`src/rtl/inert_intf_mc.sv`:
```
// inert_intf_mc: multi-channel inertial sensor front end.
// Configures the sensor over SPI, then reads enabled channels per INT.
module inert_intf_mc #(
  parameter logic [5:0] CH_MASK = 6'b000100,
  parameter int INIT_W = 16,
  parameter int TMO_CYC = 0
) (
  input  logic        clk,
  input  logic        rst,
  input  logic        INT,
  input  logic        done,
  input  logic [15:0] rd_data,
  input  logic        clr_err,
  output logic        wrt,
  output logic [15:0] cmd,
  output logic [95:0] data,
  output logic        vld,
  output logic        init_done,
  output logic        tmo_err
);

  typedef enum logic [2:0] {
    INIT_DLY,
    CFG,
    WAIT,
    RD_L,
    RD_H,
    VALID
  } state_t;

  // Lowest enabled channel, where every read set begins.
  function automatic logic [2:0] first_ch();
    first_ch = 3'd0;
    for (int i = 5; i >= 0; i--)
      if (CH_MASK[i]) first_ch = 3'(i);
  endfunction

  // Next enabled channel above c; returns c itself when none is left.
  function automatic logic [2:0] next_ch(input logic [2:0] c);
    next_ch = c;
    for (int i = 5; i >= 0; i--)
      if (CH_MASK[i] && (i > int'(c))) next_ch = 3'(i);
  endfunction

  function automatic logic [7:0] l_addr(input logic [2:0] c);
    return 8'h22 + {4'b0000, c, 1'b0};
  endfunction

  function automatic logic [15:0] rd_cmd(input logic [7:0] a);
    return {8'h80 | a, 8'h00};
  endfunction

  // Accel range write is only needed when an accel axis is enabled.
  function automatic logic [15:0] cfg_word(input logic [1:0] i);
    case (i)
      2'd0:    cfg_word = 16'h0D02;
      2'd1:    cfg_word = 16'h1160;
      2'd2:    cfg_word = 16'h1440;
      default: cfg_word = 16'h1060;
    endcase
  endfunction

  localparam int N_CFG = (CH_MASK[5:3] != 3'b000) ? 4 : 3;
  localparam logic [1:0] CFG_LAST = 2'(N_CFG - 1);
  localparam logic [2:0] FIRST_CH = first_ch();
  localparam int TW = (TMO_CYC > 1) ? $clog2(TMO_CYC) : 1;
  localparam logic [TW-1:0] TMO_LAST =
    TW'((TMO_CYC > 0) ? TMO_CYC - 1 : 0);
  localparam logic [INIT_W-1:0] DLY_ONES = '1;
  localparam logic [INIT_W-1:0] DLY_PRE = DLY_ONES - INIT_W'(1);

  state_t            state;
  logic [INIT_W-1:0] dly_cnt;
  logic [1:0]        cfg_idx;
  logic [2:0]        ch;
  logic [2:0]        nxt;
  logic [TW-1:0]     tmo_cnt;
  logic              int_m;
  logic              int_s;
  logic              tmo_hit;
  logic              unused_hi;

  assign unused_hi = ^rd_data[15:8];
  assign nxt = next_ch(ch);
  assign tmo_hit = (TMO_CYC != 0) && (state == WAIT) && !int_s &&
                   (tmo_cnt == TMO_LAST);

  // Two-flop synchroniser for the asynchronous data-ready line.
  always_ff @(posedge clk or posedge rst) begin
    if (rst) begin
      int_m <= 1'b0;
      int_s <= 1'b0;
    end else begin
      int_m <= INT;
      int_s <= int_m;
    end
  end

  // Timeout counter runs only while idle in WAIT with INT low.
  always_ff @(posedge clk or posedge rst) begin
    if (rst) begin
      tmo_cnt <= '0;
      tmo_err <= 1'b0;
    end else begin
      if (state == WAIT && !int_s)
        tmo_cnt <= tmo_hit ? '0 : tmo_cnt + TW'(1);
      else
        tmo_cnt <= '0;
      if (tmo_hit)
        tmo_err <= 1'b1;
      else if (clr_err)
        tmo_err <= 1'b0;
    end
  end

  // Main sequencer: power-up delay, config writes, channel reads.
  always_ff @(posedge clk or posedge rst) begin
    if (rst) begin
      state     <= INIT_DLY;
      dly_cnt   <= '0;
      cfg_idx   <= 2'd0;
      ch        <= 3'd0;
      wrt       <= 1'b0;
      cmd       <= 16'h0000;
      data      <= '0;
      vld       <= 1'b0;
      init_done <= 1'b0;
    end else begin
      wrt <= 1'b0;
      vld <= 1'b0;
      case (state)
        INIT_DLY: begin
          dly_cnt <= dly_cnt + INIT_W'(1);
          if (dly_cnt == DLY_PRE) begin
            wrt     <= 1'b1;
            cmd     <= cfg_word(2'd0);
            cfg_idx <= 2'd0;
            state   <= CFG;
          end
        end
        CFG: begin
          if (done) begin
            if (cfg_idx == CFG_LAST) begin
              init_done <= 1'b1;
              state     <= WAIT;
            end else begin
              cfg_idx <= cfg_idx + 2'd1;
              wrt     <= 1'b1;
              cmd     <= cfg_word(cfg_idx + 2'd1);
            end
          end
        end
        WAIT: begin
          if (int_s) begin
            ch    <= FIRST_CH;
            wrt   <= 1'b1;
            cmd   <= rd_cmd(l_addr(FIRST_CH));
            state <= RD_L;
          end
        end
        RD_L: begin
          if (done) begin
            data[{ch, 4'b0000} +: 8] <= rd_data[7:0];
            wrt   <= 1'b1;
            cmd   <= rd_cmd(l_addr(ch) + 8'd1);
            state <= RD_H;
          end
        end
        RD_H: begin
          if (done) begin
            data[{ch, 4'b1000} +: 8] <= rd_data[7:0];
            if (nxt != ch) begin
              ch    <= nxt;
              wrt   <= 1'b1;
              cmd   <= rd_cmd(l_addr(nxt));
              state <= RD_L;
            end else begin
              state <= VALID;
            end
          end
        end
        VALID: begin
          vld   <= 1'b1;
          state <= WAIT;
        end
        default: state <= INIT_DLY;
      endcase
    end
  end

endmodule

```
`config.mk`:
```
export PLATFORM = sky130hd
export DESIGN_NAME = inert_intf_mc
export DESIGN_NICKNAME = d
export VERILOG_FILES = /design/src/rtl/inert_intf_mc.sv
export SDC_FILE = /design/constraint.sdc
export NUM_CORES = 1
export LEC_CHECK = 0
export ABC_CLOCK_PERIOD_IN_PS = 7400
export CAP_MARGIN = 20
export CORE_ASPECT_RATIO = 0.9
export CORE_MARGIN = 2
export CORE_UTILIZATION = 50
export CTS_CLUSTER_SIZE = 8
export DETAILED_ROUTE_END_ITERATION = 6
export PLACE_DENSITY = 0.8
export SYNTH_ARGS = -nofsm -noshare
export SYNTH_HDL_FRONTEND = slang
export SYNTH_SLANG_ARGS = --single-unit
```
`constraint.sdc`:
```
create_clock -name clk -period 7.4 [get_ports clk]
set_input_delay 2.22 -clock clk [delete_from_list [all_inputs] [get_ports clk]]
set_output_delay 2.22 -clock clk [all_outputs]
set_load 0.02 [all_outputs]
```
Word-level counts from Yosys, hierarchy flattened
Cells that the tools add are included.
- register bits after elaboration: 141
- logic and storage cells: 93
- shift operators: 4
- muxes and demuxes: 40
- reduce and logical (&&, ||, !) cells: 12
- order comparisons: 1
- equality and inequality tests: 18
- add/subtract/negate cells: 7
- operators by type and width (kind ; count):
    $bwmux 96 ; 2
    $mux 96 ; 2
    $pmux 96 s2 ; 1
    $shift 8x9->96 const A ; 2
    $shiftx 8x9->96 ; 2
    $mux 16 ; 7
    $pmux 16 s5 ; 1
    $pmux 13 s3 ; 1
    $mux 3 ; 11
    $neg 7->9 ; 2
    $pmux 3 s6 ; 1
    $add 16x1->16 const B ; 1
    $eq 16x16->1 const B ; 1
    $ne 2x2->1 const B ; 8
    $add 6x4->7 const A ; 2
    $mux 1 ; 8
    $reduce_and 4->1 ; 2
    $reduce_and 8->1 ; 1
    $add 7x1->7 const B ; 1
    $eq 3x2->1 const B ; 2
    $eq 3x3->1 const B ; 2
    $mux 2 ; 3
    $pmux 3 s2 ; 1
    $reduce_and 3->1 ; 2
    other kinds (13) ; 16

Depth between registers and ports, before layout
Gate-level depths: netlist of the first run.
- depth in word-level cells: 6
- gate-level depth with buffers: 10

Worst setup path before layout of the first run
Ideal clock, no wire load.
- kind: input-to-reg
- from: input port done
- to: register cmd[10]
- setup time: 125 ps
- cell stages on the path: 5
- data arrival time: 3528 ps
- required time: 7275 ps
- setup slack: 3747 ps
- cell sequence: or4b_1 -> a21oi_1 -> o22ai_1 -> a21oi_4 -> mux2_2
- word-level cells in the longest chain between the ends: 2
- RTL lines (element ; RTL line ; RTL):
    start, declared ; 11 ; input logic done,
    $ne 2x2->1 (no line) ; n/a ;
    $reduce_and 8->1 (no line) * ; n/a ;
    end signal, assigned ; 136 ; cmd <= cfg_word(2'd0);
    end signal, assigned ; 149 ; cmd <= cfg_word(cfg_idx + 2'd1);
    end signal, assigned ; 157 ; cmd <= rd_cmd(l_addr(FIRST_CH));
    end, declared ; 15 ; output logic [15:0] cmd,
Every way passes the cells marked *; elsewhere a longest branch is shown, timed or not.
A chain may end at the register's enable or synchronous reset.

Worst setup path in the final report of the first run
- from: input port done
- to: register cmd[11]
The elaborated chain is that of the path after synthesis.

==> results.py, run 1 <==
metrics = {
    "status": {
        "status": "finished clean",
    },
    "placed_design": {
        "place_congestion": 0.8472,
        "dpl.hpwl_um": 9883,
        "placed_area_um2": 7246,
        "dpl.cell_count": 790,
        "portBuffers": 120,
    },
    "timing": {
        "worst_slew_pin_slew_ps": 940.7,
        "period_minus_slack_ps": 4286,
        "slew_headroom_pct": 36.80,
        "finalCritPeriodShare_pct": 57.91,
        "slew_violations": 0,
        "setup_viol": 0,
        "hold_viol": 0,
        "tns_ps": 0,
        "grt_setup_unrepaired": "false",
        "fin_worst_skew_ps": 6.253,
        "fmax_ghz": 0.2333,
    },
    "critical_path": {
        "worstPathArrival_ps": 4580,
        "r2r_setup_slack_ps": 3870,
        "crit_type": "primary input to register",
        "worstReg2RegStart": "ch[0]",
        "cp-start-kind": "primary input",
        "endpoint_kind": "register",
        "worstPathRequired_ps": 7700,
        "crit_fanout": 13,
        "ff2ff_path_depth": 6,
        "worstReg2RegEnd": "data[81]",
    },
    "die": {
        "io_pins": 137,
        "dieHeight_um": 108.0,
        "core_um2": 11570,
        "core.rowCount": 37,
        "die_area_um2": 12910,
        "start_util_pct": 51.90,
        "fp.dieW_um": 119.5,
    },
    "routing": {
        "routed_via_density": 5.413,
        "wl_per_cell_um": 17.68,
        "drtIter0Drc": 382,
        "ant_nets": 0,
        "route.vias.total": 4455,
        "drt_first_pass_iters": 5,
        "remaining_drc_errors": 0,
        "routed_wirelength_um": 14550,
    },
    "global_route": {
        "grt_pass1_vias": 4512,
        "grt_remaining_overflow": 0,
        "track_usage_pct": 23.62,
        "antenna_found_initial": 0,
        "grt_max_degree": 77,
        "grt_pass1_wl_um": 23390,
    },
    "clock_network": {
        "cts_buffers": 17,
        "clkTransAtPathRegs_ps": 50,
        "cts_resized": 0,
        "root_buffer": "clkbuf_16",
        "cts_tree": "done",
        "htreeDepth": 4,
        "cts_sinks": 134,
        "insertion_delay_ps": 420,
        "cts_hold_buf": 0,
        "clk_path_buf_depth": 2,
        "postCtsSetupBuffers": 0,
    },
    "synth": {
        "syn_avg_cell_area_um2": 10.98,
        "ys_seq_area_share_pct": 55.82,
        "ys.flop_type": "dfrtp_1",
        "synth_warnings": 0,
        "synth_top_area_cell": "dfrtp_1",
        "yosys-top-cells-count": "dfrtp_1 (134), nand2_1 (62), mux2_2 (60)",
        "synth_area_um2": 6007,
        "yosys.area.top_type_share_pct": 55.82,
        "ys_ff_latch": 134,
        "yosysUniqueCellTypes": 51,
        "syn_inst": 547,
        "synth_edf_count": 0,
        "synth_most_common_cell": "dfrtp_1",
        "synth_top_cells_by_area": "dfrtp_1 (56%), mux2_2 (11%), o21ai_0 (3.9%), nand2_1 (3.9%), ha_1 (2.7%)",
        "async_flop_share_pct": 100.0,
    },
    "layout": {
        "multi_input_area_um2": 2370,
        "register_area_um2": 3353,
        "nFillCells": 870,
        "drive_above_1_share_pct": 16.19,
        "antenna_cells": 0,
        "area_growth_pct": 30.81,
        "post-route-cell-area_um2": 7858,
        "nets": 688,
        "final-instance-count-excl-fill": 823,
    },
    "run": {
        "maxCapViolCount": 0,
    },
    "min_path": {
        "min_delay_path_depth": 0,
        "holdPathEnd": "int_s",
        "hold_class": "register to register",
        "hold_start": "int_m",
    },
    "power_and_ir_drop": {
        "leakage_nw": 3.645,
        "p_per_area_nw_per_um2": 208.7,
        "ir_worst_vdd_v": 0.0002694,
        "power_mw": 1.640,
    },
}
[cell families (layout without fill, tap and decap cells)]
kind of cell             count (synthesis)  count (layout)  share of synthesized area [%]
XOR/XNOR                                16              16                          2.333
flip-flops                             134             134                          55.82
AO/OA/AOI/OAI                           76              76                          7.311
AND/OR/NAND/NOR                        174             174                          15.08
multiplexers                            62              62                          11.58
adder cells (fa/ha/maj)                 13              13                          2.708
other                                    1               7                        0.06243
buffers and inverters                   71             185                          5.103
[flip-flops by register name, summed over array words and instances, names as in the netlist]
signal,count
cfg_idx,2
ch,3
cmd,9
data,96
dly_cnt,16
init_done,1
int_m,1
int_s,1
state,3
vld,1
wrt,1
[per-layer routing]
layer | vias to the layer above | track usage (%) | share of wire (%)
met5 | - | 0 | 0
met4 | 0 | 10.67 | 2.3
met2 | 165 | 37.63 | 48
met1 | 2198 | 30.31 | 43
met3 | 30 | 6.804 | 6.7
li1 | 2062 | - | -
[worst max-delay path by stage]
stage                     start    endpoint  cells after the start
final                      done     cmd[11]                      6
after global routing       done     cmd[11]                      6
after CTS                  done     cmd[11]                      6
after detailed placement   done     cmd[12]                      6
after global placement     done     cmd[10]                      6
after floorplan             rst  cfg_idx[0]                      1
[power breakdown]
group	total [mW]	switching, mW	leakage [nW]	internal (mW)
logic	0.0474	0.0358	1.61	0.0116
registers	0.737	0.00318	1.74	0.734
clock network	0.855	0.307	0.299	0.548
[stage by stage]
step,worst slack (ps),hold WS [ps],utilization (%)
after detailed placement,2705,342.0,62.61
after global routing,3068,352.1,67.89
after global placement,2745,338.0,62.61
final,3114,352.9,67.89
after floorplan,1597,331.2,-
after CTS,3160,351.6,67.85
[layout make-up]
class                   count  area share, %
flip-flops and latches    134          42.68
clock inverters             7          1.162
repair buffers            122          15.45
clock buffers              25          6.561
inverters                  31          1.513
multi-input cells         348          30.16
well taps                 156          2.484
[cells in the final DEF (no fill, tap or decap), types with 7 or more instances in the layout]
cell type,n
dfrtp_1,134
clkdlybuf4s50_1,120
nand2_1,62
mux2_2,60
o21ai_0,47
inv_1,30
nand3_1,25
nor2_1,17
clkbuf_16,17
and3_1,16
ha_1,13
a21oi_1,11
xnor2_1,11
nor2b_1,9
nand4_1,7
nor3_1,7
conb_1,7
[worst max-delay path, stage by stage]
cell and delay (ps):
clkdlybuf4s50_1 810, or4b_1 520, a21oi_1 170, o22ai_1 160
a21oi_4 320, mux2_2 380
No activity file was read; power rests on OpenSTA's default activity.
==> run 2: changes to the inputs <==
--- a/config.mk
+++ b/config.mk
@@ -5,7 +5,7 @@
 export SDC_FILE = /design/constraint.sdc
 export NUM_CORES = 1
 export LEC_CHECK = 0
-export ABC_CLOCK_PERIOD_IN_PS = 7400
+export ABC_CLOCK_PERIOD_IN_PS = 4000
 export CAP_MARGIN = 20
 export CORE_ASPECT_RATIO = 0.9
 export CORE_MARGIN = 2
==> constraint.sdc (replaced) <==
create_clock -name clk -period 4 [get_ports clk]
set_input_delay 1.2 -clock clk [delete_from_list [all_inputs] [get_ports clk]]
set_output_delay 1.2 -clock clk [all_outputs]
set_load 0.02 [all_outputs]
==> run 2 against run 1 <==
  * Clock-buffer cell count decreased by 2
  * First-iteration DRC count increased by 21%
  * Power increased by 95%
  * Highest routed layer unchanged
  * Clock power increased by 100%
  * Largest power group unchanged
  * Via count increased by 0.34%
  * Die area unchanged
  * Core utilization increased by 0.78 points
  * Non-clock buffer count increased by 2
  * Sequential cell count unchanged
  * Worst hold slack improved by 8.1 ps
  * Global-route usage increased by 0.21 points
==> results.py, run 2 (same netlist as run 1, synthesis figures left out) <==
metrics = {
    "layout": {
        "final-instance-count-excl-fill": 824,
        "post-route-cell-area_um2": 7948,
        "drive_above_1_share_pct": 16.47,
        "final_core_util_pct": 68.67,
        "reg_top3": "data x96, dly_cnt x16, cmd x9",
        "mostFrequentLayoutCells": "dfrtp_1 (134), clkdlybuf4s50_1 (120), nand2_1 (62)",
        "largest-register": "data",
        "nets": 690,
        "antenna_cells": 0,
        "area_growth_pct": 32.31,
        "layout_commonest_cell": "dfrtp_1",
        "largest_reg_flops": 96,
    },
    "timing": {
        "layout_setup_ws_ps": 721.7,
        "hold_viol": 0,
        "tns_ps": 0,
        "setup_viol": 0,
        "slew_violations": 0,
        "fin_worst_skew_ps": 8.875,
        "finalCritPeriodShare_pct": 81.96,
        "fmax_ghz": 0.3050,
        "hold_ws_ps": 361.0,
        "worst_slew_pin_slew_ps": 1007,
        "period_minus_slack_ps": 3278,
        "slew_headroom_pct": 32.35,
        "grt_setup_unrepaired": "false",
    },
    "routing": {
        "ant_nets": 0,
        "routed_wirelength_um": 14600,
        "remaining_drc_errors": 0,
        "route.vias.total": 4470,
        "drt_first_pass_iters": 5,
        "routed_via_density": 5.425,
        "drtIter0Drc": 462,
        "wl_per_cell_um": 17.72,
    },
    "clock_network": {
        "cts_hold_buf": 0,
        "htreeDepth": 4,
        "cts_sinks": 134,
        "cts_resized": 0,
        "root_buffer": "clkbuf_16",
        "cts_buffers": 17,
        "cts_tree": "done",
        "insertion_delay_ps": 420,
        "clkTransAtPathRegs_ps": 60,
        "postCtsSetupBuffers": 0,
        "clk_path_buf_depth": 2,
    },
    "critical_path": {
        "r2r_setup_slack_ps": 720,
        "worstReg2RegEnd": "data[35]",
        "ff2ff_path_depth": 6,
        "worstPathRequired_ps": 4320,
        "worstPathArrival_ps": 3600,
        "cp-start-kind": "register",
        "worstReg2RegStart": "ch[1]",
        "crit_fanout": 16,
        "worstSetupStartpoint": "ch[1]",
        "crit_type": "register to register",
        "cp-endpoint": "data[35]",
        "endpoint_kind": "register",
    },
    "power_and_ir_drop": {
        "ir_worst_vdd_v": 0.0002079,
        "leakage_nw": 3.681,
        "p_per_area_nw_per_um2": 402.3,
        "combPwrFrac_pct": 3.0,
        "power_switching_uw": 631.2,
        "clkPwrFrac_pct": 54.4,
        "sequentialPowerShare_pct": 42.6,
        "switching_share_pct": 19.74,
        "p_int_mw": 2.566,
        "power_mw": 3.198,
    },
    "die": {
        "die_area_um2": 12910,
        "core.rowCount": 37,
        "start_util_pct": 51.90,
        "dieHeight_um": 108.0,
        "fp.dieW_um": 119.5,
        "io_pins": 137,
        "core_um2": 11570,
    },
    "global_route": {
        "grt_pass1_wl_um": 23560,
        "grt_max_degree": 112,
        "track_usage_pct": 23.83,
        "antenna_found_initial": 0,
        "grt_remaining_overflow": 0,
        "grt_pass1_vias": 4511,
    },
    "placed_design": {
        "dpl.hpwl_um": 9783,
        "place_congestion": 0.8143,
        "placed_area_um2": 7282,
        "portBuffers": 120,
        "pre_cts_ws_ps": 688.1,
        "dpl.cell_count": 793,
    },
    "min_path": {
        "hold_class": "register to register",
    },
    "status": {
        "status": "finished clean",
    },
    "run": {
        "maxCapViolCount": 0,
    },
}
## run 2: cell count changes in the layout (fill, tap and decap cells not counted)
cell,change
clkinv_4,-1
clkbuf_1,-1
clkbuf_8,-1
clkinv_2,-1
buf_2,-1
buf_4,+2
inv_4,-1
clkinvlp_4,+1
bufinv_16,+3
buf_12,+1
## run 2: layer usage
metal	part of all wire, %	global-route usage (%)
met3	6.5	7.120
met4	2.1	9.496
met2	48	38.24
met1	43	30.70
met5	0	0
## run 2: worst min path at each step
stage | start | end | slack (ps) | cells after the start
after floorplan | int_m | int_s | 330 | 0
after global placement | int_m | int_s | 340 | 0
after detailed placement | int_m | int_s | 350 | 0
after CTS | int_m | int_s | 370 | 0
after global routing | int_m | int_s | 370 | 0
final | int_m | int_s | 360 | 0
## run 2: critical path, stage by stage (launching register included)
cell and delay [ps]:
dfrtp_1 640, inv_1 330, ha_1 620, nor3b_2 550, nor3b_2 740, nand3_1 170
o21ai_0 130
## run 2: final cells by class
cell class	count	area, µm²
Fill cell	811	3626
Sequential cell	134	3353
Multi-Input combinational cell	348	2370
Timing Repair Buffer	124	1244
Clock buffer	23	498.0
Tap cell	156	195.2
Clock inverter	8	167.7
Inverter	31	120.1
## run 2: power by group through the flow
stage	Clock, mW	Sequential [mW]	Combinational [mW]
2_1_floorplan	0	1.38	0.0641
3_3_place_gp	0	1.38	0.0926
3_5_place_dp	0	1.38	0.0954
4_1_cts	1.75	1.36	0.0963
5_1_grt	1.83	1.36	0.106
6_report	1.74	1.36	0.0955
==> run 3: changes to the inputs <==
==> config.mk (replaced) <==
export PLATFORM = sky130hd
export DESIGN_NAME = inert_intf_mc
export DESIGN_NICKNAME = d
export VERILOG_FILES = /design/src/rtl/inert_intf_mc.sv
export SDC_FILE = /design/constraint.sdc
export NUM_CORES = 1
export LEC_CHECK = 0
export ABC_CLOCK_PERIOD_IN_PS = 2800
export CAP_MARGIN = 20
export CORE_ASPECT_RATIO = 0.9
export CORE_MARGIN = 2
export CORE_UTILIZATION = 45
export CTS_CLUSTER_SIZE = 8
export DETAILED_ROUTE_END_ITERATION = 6
export PLACE_DENSITY = 0.76
export SYNTH_ARGS = -nofsm -noshare
export SYNTH_HDL_FRONTEND = slang
export SYNTH_SLANG_ARGS = --single-unit
==> constraint.sdc (replaced) <==
create_clock -name clk -period 2.8 [get_ports clk]
set_input_delay 0.84 -clock clk [delete_from_list [all_inputs] [get_ports clk]]
set_output_delay 0.84 -clock clk [all_outputs]
set_load 0.02 [all_outputs]
==> run 3 against run 2 <==
  * Global-route usage shrank 2.2 points
  * Wire length grew 0.26%
  * Combinational power grew 50%
  * Clock power grew 27%
  * Via count grew 1.0%
  * Clock-buffer cell count is the same
  * Sequential share of layout area shrank 0.46 points
  * Non-clock buffer count grew 19
  * Power grew 34%
  * Critical endpoint is now cmd[9]
  * Largest power group unchanged
==> results.py, run 3 (same netlist as run 1, synthesis figures left out) <==
metrics = {
    "power_and_ir_drop": {
        "ir_worst_vdd_v": 0.0003238,
        "p_per_area_nw_per_um2": 534.4,
        "leakage_nw": 3.750,
    },
    "critical_path": {
        "worstPathArrival_ps": 2780,
        "crit_path_top_delay_cell": "clkdlybuf4s50_1",
        "critPathMaxStageDelay_ps": 510,
        "path_cells": "clkdlybuf4s50_1 -> or4b_1 -> a21oi_1 -> o22ai_1 -> a21oi_4 -> mux2_2",
        "endpoint_kind": "register",
        "crit_type": "primary input to register",
        "critPathTopFamily": "compound AO/OA/AOI/OAI gates",
        "worstPathRequired_ps": 3100,
        "crit_fanout": 6,
        "path_buf_inv": 1,
        "cp-start-kind": "primary input",
    },
    "layout": {
        "drive_above_1_share_pct": 18.90,
        "reg_top3": "data x96, dly_cnt x16, cmd x9",
        "final-instance-count-excl-fill": 856,
        "nets": 709,
        "antenna_cells": 0,
        "largest_reg_flops": 96,
        "largest-register": "data",
        "final_core_util_pct": 60.81,
        "layout_commonest_cell": "dfrtp_1",
        "nFillCells": 1077,
        "area_growth_pct": 33.76,
        "mostFrequentLayoutCells": "dfrtp_1 (134), clkdlybuf4s50_1 (120), nand2_1 (62)",
    },
    "placed_design": {
        "place_congestion": 0.8813,
        "dpl.hpwl_um": 10070,
        "pre_cts_ws_ps": -92.72,
        "dpl.cell_count": 824,
        "portBuffers": 120,
    },
    "clock_network": {
        "insertion_delay_ps": 420,
        "cts_tree": "done",
        "cts_buffers": 17,
        "cts_resized": 0,
        "clk_path_buf_depth": 2,
        "cts_sinks": 134,
        "cts_hold_buf": 0,
        "clkTransAtPathRegs_ps": 50,
        "htreeDepth": 4,
        "root_buffer": "clkbuf_16",
        "postCtsSetupBuffers": 0,
    },
    "global_route": {
        "grt_pass1_wl_um": 23920,
        "grt_pass1_vias": 4474,
        "track_usage_pct": 21.65,
        "grt.met3_usage_pct": 5.488,
        "grt_remaining_overflow": 0,
        "grt_busiest_layer": "met2",
        "grtUsageMet2_pct": 34.45,
        "grt_max_degree": 135,
        "antenna_found_initial": 0,
        "grt_util_met1_pct": 29.07,
    },
    "timing": {
        "finalCritPeriodShare_pct": 88.30,
        "slew_violations": 0,
        "layout_setup_ws_ps": 327.7,
        "fmax_ghz": 0.4045,
        "grt_setup_unrepaired": "false",
        "fin_worst_skew_ps": 8.313,
        "tns_ps": 0,
        "period_minus_slack_ps": 2472,
        "hold_viol": 0,
        "hold_ws_ps": 347.3,
        "worst_slew_pin_slew_ps": 777.5,
        "slew_headroom_pct": 47.77,
        "setup_viol": 0,
    },
    "die": {
        "core_um2": 13210,
        "fp.dieW_um": 125.8,
        "die_area_um2": 14290,
        "dieHeight_um": 113.6,
        "io_pins": 137,
        "start_util_pct": 45.46,
        "core.rowCount": 40,
    },
    "status": {
        "status": "finished clean",
    },
    "routing": {
        "drtIter0Drc": 335,
        "route.vias.total": 4516,
        "remaining_drc_errors": 0,
        "ant_nets": 0,
        "routed_via_density": 5.276,
        "drt_first_pass_iters": 5,
        "routed_wirelength_um": 14640,
        "wl_per_cell_um": 17.11,
    },
    "run": {
        "maxCapViolCount": 0,
    },
    "min_path": {
        "hold_class": "register to register",
    },
}
run 3: cell types whose count changed in the layout (fill, tap and decap cells not counted), sizes merged:
cell	before	now
clkinv	2	6
buf	4	23
bufinv	5	2
run 3: stage by stage:
step / power (mW) / instance area [µm²]
global route: 4.437 / 8035
global placement: 2.119 / 7440
CTS: 4.330 / 8035
finish: 4.294 / 8035
detailed placement: 2.123 / 7440
floorplan: 2.069 / 6033
run 3: worst reg2reg max path: stages (launching register included):
cell and delay [ps]:
dfrtp_1 340, inv_1 160, ha_1 630, nor3b_1 310
nor3b_2 220, buf_4 210, mux2_2 360
run 3: power breakdown:
part / internal, mW / total, mW / leakage [nW] / switching [mW]
combinational: 0.0392 / 0.143 / 1.71 / 0.104
sequential: 1.94 / 1.94 / 1.74 / 0.00339
clock: 1.42 / 2.21 / 0.298 / 0.789
run 3: path summary, 6_finish.rpt:
kind | start | to | slack (ps) | cells after the start
worst max-delay path | done | cmd[9] | 330 | 6
worst min-delay path | int_m | int_s | 350 | 0
worst max register to register | ch[1] | data[83] | 460 | 6
worst min register to register | int_m | int_s | 350 | 0
max in group asynchronous | rst | data[56] | 1310 | 3
min in group asynchronous | rst | data[26] | 960 | 3
run 3: layout make-up:
cell class / count / area (µm²) / area share (%)
flip-flops and latches: 134 / 3353 / 41.73
multi-input cells: 348 / 2370 / 29.49
repair buffers: 143 / 1386 / 17.25
clock buffers: 23 / 498.0 / 6.197
well taps: 168 / 210.2 / 2.616
inverters: 31 / 120.1 / 1.495
clock inverters: 9 / 97.59 / 1.215
run 3: per-layer routing:
layer | part of all wire [%] | wire length, µm
met2 | 48 | 7044
met4 | 1.8 | 265
met3 | 5.3 | 774
met1 | 45 | 6557
met5 | 0 | 0
